File: src/rtl/stopwatch_timer.sv
// Stopwatch timekeeping core: two debounced push-buttons drive an IDLE/RUNNING/PAUSED
// controller that advances binary minutes:seconds from a clock-cycle prescaler.
module stopwatch_timer #(
    parameter int TICKS_PER_SECOND = 50000000,
    parameter int DEBOUNCE_CYCLES  = 500000,
    parameter int MAX_MINUTES      = 99
) (
    input  logic       clock,
    input  logic       reset,
    input  logic       btn_start_stop,
    input  logic       btn_clear,
    output logic [6:0] minutes,
    output logic [6:0] seconds,
    output logic       running,
    output logic       wrapped
);

    localparam int PW = (TICKS_PER_SECOND > 1) ? $clog2(TICKS_PER_SECOND) : 1;
    localparam int CW = (DEBOUNCE_CYCLES > 1) ? $clog2(DEBOUNCE_CYCLES) : 1;
    localparam logic [PW-1:0] PRESC_LAST = PW'(TICKS_PER_SECOND - 1);
    localparam logic [CW-1:0] DEB_LAST   = CW'(DEBOUNCE_CYCLES - 1);
    localparam logic [6:0]    MIN_LAST   = 7'(MAX_MINUTES);

    typedef enum logic [1:0] {
        S_IDLE    = 2'd0,
        S_RUNNING = 2'd1,
        S_PAUSED  = 2'd2
    } state_t;

    // Index 0 = start/stop, index 1 = clear.
    logic [1:0] btn_raw;
    logic [1:0] press;

    assign btn_raw = {btn_clear, btn_start_stop};

    genvar gi;
    generate
        for (gi = 0; gi < 2; gi++) begin : g_btn
            logic          sync1_reg;
            logic          sync2_reg;
            logic          sync3_reg;
            logic          level_reg;
            logic          level_d_reg;
            logic [CW-1:0] cnt_reg;

            // sync3 holds last cycle's synchronised level, so a change restarts the count.
            always_ff @(posedge clock or posedge reset) begin
                if (reset) begin
                    sync1_reg   <= 1'b0;
                    sync2_reg   <= 1'b0;
                    sync3_reg   <= 1'b0;
                    level_reg   <= 1'b0;
                    level_d_reg <= 1'b0;
                    cnt_reg     <= '0;
                end else begin
                    sync1_reg   <= btn_raw[gi];
                    sync2_reg   <= sync1_reg;
                    sync3_reg   <= sync2_reg;
                    level_d_reg <= level_reg;
                    if ((sync2_reg != level_reg) && (sync2_reg == sync3_reg)) begin
                        if (cnt_reg == DEB_LAST) begin
                            level_reg <= sync2_reg;
                            cnt_reg   <= '0;
                        end else begin
                            cnt_reg <= cnt_reg + 1'b1;
                        end
                    end else begin
                        cnt_reg <= '0;
                    end
                end
            end

            assign press[gi] = level_reg & ~level_d_reg;
        end
    endgenerate

    state_t        state_reg;
    logic [PW-1:0] presc_reg;
    logic [6:0]    min_reg;
    logic [6:0]    sec_reg;
    logic          running_reg;
    logic          wrapped_reg;

    // Transition edges themselves do not count; the prescaler only moves while staying in RUNNING.
    always_ff @(posedge clock or posedge reset) begin
        if (reset) begin
            state_reg   <= S_IDLE;
            presc_reg   <= '0;
            min_reg     <= '0;
            sec_reg     <= '0;
            running_reg <= 1'b0;
            wrapped_reg <= 1'b0;
        end else begin
            wrapped_reg <= 1'b0;
            if (press[1]) begin
                state_reg   <= S_IDLE;
                running_reg <= 1'b0;
                presc_reg   <= '0;
                min_reg     <= '0;
                sec_reg     <= '0;
            end else begin
                case (state_reg)
                    S_IDLE: begin
                        if (press[0]) begin
                            state_reg   <= S_RUNNING;
                            running_reg <= 1'b1;
                            presc_reg   <= '0;
                        end
                    end
                    S_RUNNING: begin
                        if (press[0]) begin
                            state_reg   <= S_PAUSED;
                            running_reg <= 1'b0;
                        end else if (presc_reg == PRESC_LAST) begin
                            presc_reg <= '0;
                            if (sec_reg < 7'd59) begin
                                sec_reg <= sec_reg + 7'd1;
                            end else begin
                                sec_reg <= '0;
                                if (min_reg < MIN_LAST) begin
                                    min_reg <= min_reg + 7'd1;
                                end else begin
                                    min_reg     <= '0;
                                    wrapped_reg <= 1'b1;
                                end
                            end
                        end else begin
                            presc_reg <= presc_reg + 1'b1;
                        end
                    end
                    S_PAUSED: begin
                        if (press[0]) begin
                            state_reg   <= S_RUNNING;
                            running_reg <= 1'b1;
                        end
                    end
                    default: begin
                        state_reg   <= S_IDLE;
                        running_reg <= 1'b0;
                    end
                endcase
            end
        end
    end

    assign minutes = min_reg;
    assign seconds = sec_reg;
    assign running = running_reg;
    assign wrapped = wrapped_reg;

endmodule

File: config.mk
export PLATFORM = sky130hd
export DESIGN_NAME = stopwatch_timer
export DESIGN_NICKNAME = d
export VERILOG_FILES = /design/src/rtl/stopwatch_timer.sv
export SDC_FILE = /design/constraint.sdc
export NUM_CORES = 1
export LEC_CHECK = 0
export ABC_AREA = 1
export BUFFER_PORTS_ARGS = -buffer_cell sky130_fd_sc_hd__buf_2
export CORE_MARGIN = 2
export CORE_UTILIZATION = 55
export CTS_CLUSTER_SIZE = 8
export DETAILED_ROUTE_END_ITERATION = 8
export PLACE_DENSITY_LB_ADDON = 0.25
export SLEW_MARGIN = 40
export SYNTH_ARGS = -nofsm -noshare
export SYNTH_HDL_FRONTEND = slang
export SYNTH_SLANG_ARGS = --single-unit
File: constraint.sdc
create_clock -name clock -period 3.65 [get_ports clock]
set_input_delay 0.365 -clock clock [delete_from_list [all_inputs] [get_ports clock]]
set_output_delay 0.365 -clock clock [all_outputs]
set_load 0.02 [all_outputs]
After elaboration in Yosys (flattened, before gate mapping)
Cells that the tools add are included.

Add/sub/neg operators: 5. Magnitude comparators: 2. Equal/unequal tests: 15. Multiplexer cells: 34. Bitwise logic cells: 4. Reductions and logical operators: 13.

Operator list (count): 26-bit 2-to-1 mux (4); 7-bit 2-to-1 mux (11); 19-bit 2-to-1 mux (4); 26-bit one-hot mux with 2 select lines (1); 19-bit by 1-bit adder with 19-bit output, second input constant (2); 19-bit equality test, second input constant (2); 26-bit by 1-bit adder with 26-bit output, second input constant (1); 26-bit equality test, second input constant (1); 7-bit by 1-bit adder with 7-bit output, second input constant (2); 1-bit 2-to-1 mux (9); 3-bit inequality test, second input constant (3); 7-bit by 6-bit less-than comparator with 1-bit output, second input constant (1); 7-bit less-than comparator, second input constant (1); 2-bit 2-to-1 mux (3); 2-bit AND reduction (3); 3-bit AND reduction (2); 2-bit one-hot mux with 2 select lines (1); 4-bit AND reduction (1); 2-bit nonzero test (2); 3-bit by 1-bit inequality test with 1-bit output, second input constant (1); 3-bit nonzero test (1); 1-bit AND (2); 1-bit equality test (2); 2-bit by 1-bit equality test with 1-bit output, second input constant (1); 9 further kinds (12).

Register bits after elaboration: 92. Bits of input ports: 4. Output and inout port bits: 16.

Longest topological paths before layout
Gate-level depths: netlist of the first run.

Depth after elaboration: 7. Gate-level depth with buffers: 11.

Worst setup path before layout of the first run
OpenSTA, ideal clock, no wires.

Path type: flip-flop to flip-flop. From: register presc_reg[0]. To: register sec_reg[2], in the netlist seconds[2]. Setup time: 0.118 ns. Arrival: 1.394 ns. Required time: 3.532 ns. Slack: 2.139 ns. Stages on the path, launching flop included: 12. Buffers on the path: 1. Period minus slack after synthesis: 1.511 ns. Path through: dfrtp_1 -> ha_1 -> nand2_1 -> nor2_1 -> nand3_1 -> nor2_2 -> nand2_2 -> nand2_4 -> nand2_4 -> buf_6 -> nand2_2 -> o21ai_2.

Longest elaborated chain between the ends: 3.

Ends and longest elaborated chain: start: declaration (line 78) `logic [PW-1:0] presc_reg;`; start signal: assignment (line 128) `presc_reg <= presc_reg + 1'b1;`; 26-bit equality test (line 114) `end else if (presc_reg == PRESC_LAST) begin`; 2-bit nonzero test (no source line); 3-bit AND reduction (no source line); end signal: assignment (line 117) `sec_reg <= sec_reg + 7'd1;`; end: declaration (line 80) `logic [6:0] sec_reg;`.

Every way passes these cells. A chain may end at the register's enable or synchronous reset.

Worst setup path after layout of the first run
From: register g_btn[1].level_reg. To: register presc_reg[18].

Longest elaborated chain between the ends: 3.

Ends and longest elaborated chain: start: declaration (line 42) `logic level_reg;`; start signal: assignment (line 62) `level_reg <= sync2_reg;`; 1-bit AND * (line 73) `assign press[gi] = level_reg & ~level_d_reg;`; 3-bit inequality test (no source line) / 3-bit nonzero test (equally long branches); 3-bit AND reduction (no source line).

Mark *: on every way between the ends. The rest lies on a longest branch, timed or not.

==> results.json, run 1 <==
{
  "synthTopCellsByArea": "dfrtp_1, nand2_1, nor2_1",
  "nNetsFinal": 762,
  "postPlaceCellArea_um2": 5600,
  "avgSynthCellArea_um2": 7.39,
  "p_leak_nw": 2.71,
  "outcome": "completed",
  "finalCriticalPeriod_ns": 1.85,
  "cts_resized": 0,
  "cts.clk_slew.worst_paths_ns": 0.09,
  "cp_cell_sequence": "nand2_1 -> nand2_2 -> nand3_1 -> xor2_1 -> nor2_1",
  "ir_worst_vdd_uv": 218,
  "synth_ff_type": "dfrtp_1",
  "grt-ovfl-total": 0,
  "synthCells": 725,
  "yosysWarningCount": 0,
  "critPathBufInv": 0,
  "synth-xor-area-share_pct": 4.09,
  "hold_path.class": "in2reg",
  "synth_nets": 734,
  "dr.pass1.iters": 5,
  "yosys.area.top_type": "dfrtp_1",
  "fin_tns_setup_ns": 0,
  "yosysSeqAreaShare_pct": 43.0,
  "clock.fmax_mhz": 541,
  "synth_compound_area_share_pct": 4.88,
  "ys_ff_latch": 92,
  "antenna_found_initial": 0,
  "drv_slew": 0,
  "die_x_um": 103,
  "rsz0062_at_grt": "no",
  "synth_edf_count": 0,
  "start_util_pct": 55.9,
  "synthAdderAreaFrac_pct": 1.17,
  "drtIter0Drc": 213,
  "ys_async_sr_fraction_pct": 100,
  "synth_cell_types": 40,
  "io_buffers": 19,
  "cts.sinks": 92,
  "synth_commonest_cells": "nand2_1, nor2_1, inv_1, dfrtp_1, nand3_1",
  "pwr_density_cell_nw_per_um2": 296,
  "root_buffer": "clkbuf_8",
  "vias_per_cell": 5.18,
  "grt_pass1_vias": 4329,
  "slowest_stage": "dfrtp_1",
  "max-slew-margin-rel_pct": 64.3,
  "cp.required_ns": 3.90,
  "grt_pass1_wl_um": 19300,
  "crit_family": "simple AND/OR/NAND/NOR gates",
  "area_growth_pct": 8.08,
  "fin_area_um2": 5790,
  "dpl.hpwl_um": 8260,
  "dieArea_um2": 10500,
  "antenna_cells": 0,
  "drive_gt1_share_pct": 11.2,
  "numCtsBuffers": 9,
  "io_pins": 20,
  "slowest_delay_ns": 0.42,
  "hold_violations": 0,
  "cts_tree": "done",
  "largest_register_ff_count": 38,
  "end_kind": "register",
  "finalSetupViolCount": 0,
  "clk_latency_ns": 0.36,
  "critical_path.max_fanout": 22,
  "grt_usage_pct": 22.8,
  "vias": 4612,
  "yosysMostFrequentCell": "nand2_1",
  "grt_max_degree": 42,
  "synthMuxAreaShare_pct": 0,
  "ant_nets": 0,
  "critPathLaunchType": "register",
  "rows": 36,
  "wl_um": 11000,
  "die_h_um": 103,
  "path_class": "reg2reg",
  "yosys.area_share.simple_pct": 38.2,
  "tightest_slew_ns": 0.534,
  "fin_crit_sh_pct": 50.6,
  "synth_area_um2": 5360,
  "clock_skew_ns": 0.00859,
  "htreeDepth": 3,
  "place.gp.congestion": 0.903,
  "core_area_um2": 9590,
  "drc": 0,
  "drv_cap": 0,
  "wl_per_cell_um": 12.4,
  "cts_buffer_depth": 2,
  "synth_top_cell_area_share_pct": 43.0,
  "critPathArrivalTime_ns": 2.10,
  "synth_top_family_by_area": "simple AND/OR/NAND/NOR gates"
}
==> metal layers <==
metal | GRT usage (%) | routed length, um
met5 | 0 | 0
met3 | 2.78 | 426
met2 | 37.8 | 5280
met1 | 31.5 | 5240
met4 | 7.38 | 101
==> logic make-up after synthesis <==
family / Yosys count
AND/OR/NAND/NOR: 446
buffers and inverters: 115
flip-flops: 92
AO/OA/AOI/OAI: 42
XOR/XNOR: 25
adder cells (fa/ha/maj): 5
==> final cells by class <==
cell class | count | area (um^2)
Tap cell | 133 | 166
Multi-Input combinational cell | 518 | 2590
Sequential cell | 92 | 2300
Inverter | 108 | 409
Timing Repair Buffer | 24 | 135
Clock buffer | 10 | 138
Clock inverter | 6 | 48.8
Fill cell | 894 | 3800
==> repair_timing <==
action | CTS | global route
setup buffers | 0 | 0
endpoints found under the hold margin | 17 | 0
hold buffers | 1 | 0
==> worst paths after layout <==
check / startpoint / to / slack (ns) / depth (start not counted)
max reg2reg: g_btn[1].level_reg / presc_reg[18] / 1.80 / 5
min in group asynchronous: reset / g_btn[0].cnt_reg[1] / 0.48 / 3
max in group asynchronous: reset / minutes[1] / 2.36 / 4
max: g_btn[1].level_reg / presc_reg[18] / 1.80 / 5
min reg2reg: g_btn[0].sync1_reg / g_btn[0].sync2_reg / 0.35 / 0
min: btn_clear / g_btn[1].sync1_reg / 0.11 / 1
==> stage by stage <==
stage	power, W	hold slack, ns	utilization [%]	std cells	worst slack [ns]
after floorplan	0.00108	0.331	-	725	0.893
after global placement	0.00110	0.320	58.3	874	1.87
after detailed placement	0.00110	0.326	58.3	874	1.83
after CTS	0.00174	0.100	60.4	891	1.82
after global routing	0.00180	0.0971	60.4	891	1.60
final	0.00172	0.113	60.4	891	1.80
==> layout by cell type (no fill, tap or decap), types with 14 or more instances in the layout <==
cell type,netlist,layout
nand4_1,35,35
dfrtp_1,92,92
nor3_1,20,20
nor2_1,136,136
o21ai_0,14,14
inv_1,104,103
nand3_1,51,51
nand2_1,160,160
buf_2,0,19
xor2_1,19,19
==> where the power goes <==
group | switching (W) | internal [W]
registers | 0.00000486 | 0.00103
logic | 0.0000362 | 0.0000107
clock network | 0.000369 | 0.000271
total | 0.000410 | 0.00131
Power figures use the tool's default switching activity.
==> inputs of run 2 (changes only) <==
==> constraint.sdc (replaced) <==
create_clock -name clock -period 1.8 [get_ports clock]
set_input_delay 0.18 -clock clock [delete_from_list [all_inputs] [get_ports clock]]
set_output_delay 0.18 -clock clock [all_outputs]
set_load 0.02 [all_outputs]
==> run 2 against run 1 <==
  * Die area is the same
  * Flip-flop and latch count is the same
  * Final area grew 2.7%
  * Core utilization grew 1.7 points
  * First-iteration DRC count grew 36%
==> results.json, run 2 (synthesis gave the netlist of run 1 again) <==
{
  "clock.fmax_mhz": 607,
  "rows": 36,
  "cts_buffer_depth": 2,
  "pwr-share-seq_pct": 57.1,
  "clock_skew_ns": 0.0122,
  "dp_slack_ns": 0.101,
  "grt_max_degree": 33,
  "wl_um": 11200,
  "n_fill_cell": 857,
  "setup_ws_ns": 0.153,
  "largest_register_ff_count": 38,
  "finalSetupViolCount": 0,
  "numCtsBuffers": 9,
  "clk_latency_ns": 0.37,
  "vias_per_cell": 5.26,
  "tightest_slew_ns": 0.539,
  "swShare_pct": 23.4,
  "cts.clk_slew.worst_paths_ns": 0.10,
  "end_kind": "register",
  "grt_pass1_vias": 4590,
  "grt-ovfl-total": 0,
  "pwr_density_cell_nw_per_um2": 615,
  "io_pins": 20,
  "postPlaceCellArea_um2": 5660,
  "drv_cap": 0,
  "io_buffers": 19,
  "fin_crit_sh_pct": 91.5,
  "area_growth_pct": 11.0,
  "drv_slew": 0,
  "antenna_cells": 0,
  "root_buffer": "clkbuf_8",
  "outcome": "completed",
  "critPathLaunchType": "register",
  "rsz0062_at_grt": "no",
  "final_cell_mix": "nand2_1, nor2_1, inv_1",
  "grt_pass1_wl_um": 19900,
  "vias": 4726,
  "critical_path.max_fanout": 9,
  "path_class": "reg2reg",
  "place.gp.congestion": 0.915,
  "final_common_cell": "nand2_1",
  "combPwrFrac_pct": 3.0,
  "drc": 0,
  "finalCriticalPeriod_ns": 1.65,
  "max-slew-margin-rel_pct": 64.0,
  "drtIter0Drc": 289,
  "cts_tree": "done",
  "clockPowerShare_pct": 39.9,
  "ant_nets": 0,
  "fin_area_um2": 5950,
  "ir_worst_vdd_uv": 420,
  "start_util_pct": 55.9,
  "cp.required_ns": 2.11,
  "ff_latch_area_um2": 2300,
  "dpl.hpwl_um": 8220,
  "multi_input_area_um2": 2640,
  "grt_usage_pct": 23.7,
  "hold_violations": 0,
  "dieArea_um2": 10500,
  "p_switching_w": 0.000857,
  "core_area_um2": 9590,
  "intPower_w": 0.00280,
  "fin_tns_setup_ns": 0,
  "drive_gt1_share_pct": 12.3,
  "critPathArrivalTime_ns": 1.95,
  "cts.sinks": 92,
  "die_x_um": 103,
  "wl_per_cell_um": 12.4,
  "hold_path.class": "reg2reg",
  "nNetsFinal": 770,
  "p_leak_nw": 2.75,
  "die_h_um": 103,
  "antenna_found_initial": 0,
  "htreeDepth": 3,
  "dr.pass1.iters": 5
}
-- run 2: routing by layer --
layer	up-vias	track usage, %	part of all wire [%]
met3	23	3.39	5.1
li1	2384	-	-
met5	-	0	0
met2	131	38.1	47
met4	0	10.9	2.2
met1	2188	31.8	46
-- run 2: repair_timing --
action | 4_1_cts | 5_1_grt
buffers inserted | 0 | 0
setup endpoints to repair | 0 | 37
hold endpoints to repair | 22 | 0
hold buffers | 3 | 0
gates resized for setup | 0 | 11
-- run 2: worst paths after layout --
check,from,endpoint,slack (ns),depth (start not counted)
worst max-delay path,g_btn[1].level_reg,seconds[0],0.15,5
worst min-delay path,g_btn[1].sync1_reg,g_btn[1].sync2_reg,0.36,0
worst max register to register,g_btn[1].level_reg,seconds[0],0.15,5
worst min register to register,g_btn[1].sync1_reg,g_btn[1].sync2_reg,0.36,0
max in group asynchronous,reset,state_reg[0],0.82,4
min in group asynchronous,reset,g_btn[1].cnt_reg[7],0.40,3
-- run 2: layout make-up --
cell class	instances	share of cell area (%)
tap	133	2.80
clock buffer	10	2.31
clock inverter	6	1.20
multi-input combinational	518	44.3
sequential	92	38.7
timing repair buffer	32	3.57
inverter	108	7.09
-- run 2: power by group through the flow --
stage,combinational [W],sequential [W],clock [W]
after global routing,0.000128,0.00209,0.00159
after floorplan,0.0000647,0.00213,0
after detailed placement,0.000107,0.00213,0
after CTS,0.000112,0.00209,0.00150
final,0.000108,0.00209,0.00146
after global placement,0.000105,0.00213,0
-- run 2: per-stage QoR --
step	hold slack, ns	util, %	total power, W	std cells
floorplan	0.211	-	0.00219	725
global placement	0.251	58.9	0.00223	880
detailed placement	0.260	58.9	0.00224	880
CTS	0.361	61.4	0.00371	899
global route	0.367	62.0	0.00381	899
finish	0.358	62.0	0.00366	899
-- run 2: worst max-delay path, stage by stage (launching register included) --
cell and delay, ns:
dfrtp_1 0.41, nand2_1 0.24, buf_4 0.26, nand3_2 0.20
or2_2 0.34, o21ai_2 0.13
==> inputs of run 3 (changes only) <==
==> constraint.sdc (replaced) <==
create_clock -name clock -period 1.8 [get_ports clock]
set_input_delay 0.36 -clock clock [delete_from_list [all_inputs] [get_ports clock]]
set_output_delay 0.36 -clock clock [all_outputs]
set_load 0.02 [all_outputs]
==> run 3 against run 2 <==
  * Global-route usage decreased by 0.47 points
  * Clock-buffer cell count decreased by 1
  * Cell count decreased by 0.11%
  * Via count decreased by 0.72%
  * Non-clock buffer count decreased by 1
  * Die area unchanged
  * Worst setup slack got worse by 0.011 ns
  * First-iteration DRC count decreased by 15%
  * Clock power decreased by 9.6%
  * Routed wire length decreased by 0.29%
  * Clock skew increased by 0.0031 ns
==> results.json, run 3 (synthesis gave the netlist of run 1 again) <==
{
  "final_common_cell": "nand2_1",
  "pwr_density_cell_nw_per_um2": 593,
  "final_cell_mix": "nand2_1, nor2_1, inv_1",
  "hold_path.class": "in2reg",
  "grt_usage_pct": 23.2,
  "p_leak_nw": 2.73,
  "drtIter0Drc": 247,
  "fin_area_um2": 5920,
  "hold_violations": 0,
  "core_area_um2": 9590,
  "cts_buffer_depth": 2,
  "rows": 36,
  "n_fill_cell": 849,
  "rsz0062_at_grt": "no",
  "critical_path.max_fanout": 14,
  "largest_register_ff_count": 38,
  "path_class": "reg2reg",
  "critPathLaunchType": "register",
  "antenna_cells": 0,
  "drive_gt1_share_pct": 12.5,
  "vias": 4692,
  "clock.fmax_mhz": 603,
  "die_x_um": 103,
  "finalSetupViolCount": 0,
  "grt_pass1_vias": 4516,
  "ff_latch_area_um2": 2300,
  "cts.clk_slew.worst_paths_ns": 0.09,
  "grt_max_degree": 47,
  "clock_skew_ns": 0.0153,
  "wl_um": 11100,
  "fin_crit_sh_pct": 92.1,
  "nNetsFinal": 769,
  "end_kind": "register",
  "dr.pass1.iters": 5,
  "multi_input_area_um2": 2640,
  "start_util_pct": 55.9,
  "fin_tns_setup_ns": 0,
  "tightest_slew_ns": 0.498,
  "die_h_um": 103,
  "max-slew-margin-rel_pct": 66.8,
  "cp.required_ns": 2.09,
  "cts_tree": "done",
  "outcome": "completed",
  "area_growth_pct": 10.5,
  "io_buffers": 19,
  "drv_slew": 0,
  "wl_per_cell_um": 12.4,
  "drc": 0,
  "finalCriticalPeriod_ns": 1.66,
  "antenna_found_initial": 0,
  "ir_worst_vdd_uv": 491,
  "dieArea_um2": 10500,
  "root_buffer": "clkbuf_8",
  "critPathArrivalTime_ns": 1.95,
  "grt-ovfl-total": 0,
  "ant_nets": 0,
  "grt_pass1_wl_um": 19700,
  "vias_per_cell": 5.22,
  "setup_ws_ns": 0.142,
  "drv_cap": 0,
  "clk_latency_ns": 0.37,
  "htreeDepth": 3,
  "postPlaceCellArea_um2": 5680,
  "place.gp.congestion": 0.928,
  "dp_slack_ns": 0.0933,
  "dpl.hpwl_um": 8200,
  "numCtsBuffers": 9,
  "cts.sinks": 92,
  "io_pins": 20
}
[run 3: per-stage QoR]
stage | util [%] | std cells | hold WS (ns) | power, W
floorplan | - | 725 | 0.331 | 0.00219
global route | 61.7 | 898 | 0.0918 | 0.00365
detailed placement | 59.2 | 881 | 0.335 | 0.00224
global placement | 59.2 | 881 | 0.335 | 0.00224
finish | 61.7 | 898 | 0.105 | 0.00351
CTS | 61.1 | 898 | 0.0965 | 0.00354
[run 3: layout make-up]
cell class                 count  share of cell area [%]
clock buffer                   9                    2.09
clock inverter                 7                   0.951
inverter                     108                    7.12
multi-input combinational    518                    44.5
sequential                    92                    38.9
tap                          133                    2.81
timing repair buffer          31                    3.59
[run 3: power by group]
group          internal, W  switching (W)
registers          0.00208     0.00000904
clock network     0.000519       0.000797
logic            0.0000331      0.0000759
[run 3: worst paths after layout]
kind,from,endpoint,slack (ns),cells past startpoint
max,g_btn[1].level_reg,presc_reg[2],0.14,7
min reg2reg,g_btn[0].sync1_reg,g_btn[0].sync2_reg,0.36,0
min,btn_clear,g_btn[1].sync1_reg,0.10,1
max in group asynchronous,reset,seconds[6],0.62,5
min in group asynchronous,reset,g_btn[0].cnt_reg[3],0.50,3
max reg2reg,g_btn[1].level_reg,presc_reg[2],0.14,7
[run 3: timing repair]
| item | 4_1_cts | 5_1_grt |
|---|---|---|
| resized for setup | 0 | 12 |
| hold buffers | 1 | 0 |
| endpoints found under the setup margin | 0 | 33 |
| buffers inserted | 0 | 0 |
| hold endpoints to repair | 12 | 0 |
[run 3: layer usage]
layer	GRT usage (%)	share of wire [%]
met1	31.9	48
met2	37.4	47
met3	3.59	3.9
met4	8.62	1.5
met5	0	0
[run 3: critical path: stages (launching register included)]
cell and delay (ns):
dfrtp_1 0.42, nand2_1 0.23, buf_4 0.22, buf_4 0.16
nand3_2 0.12, nand2_4 0.19, clkinv_8 0.11, nor2_1 0.13
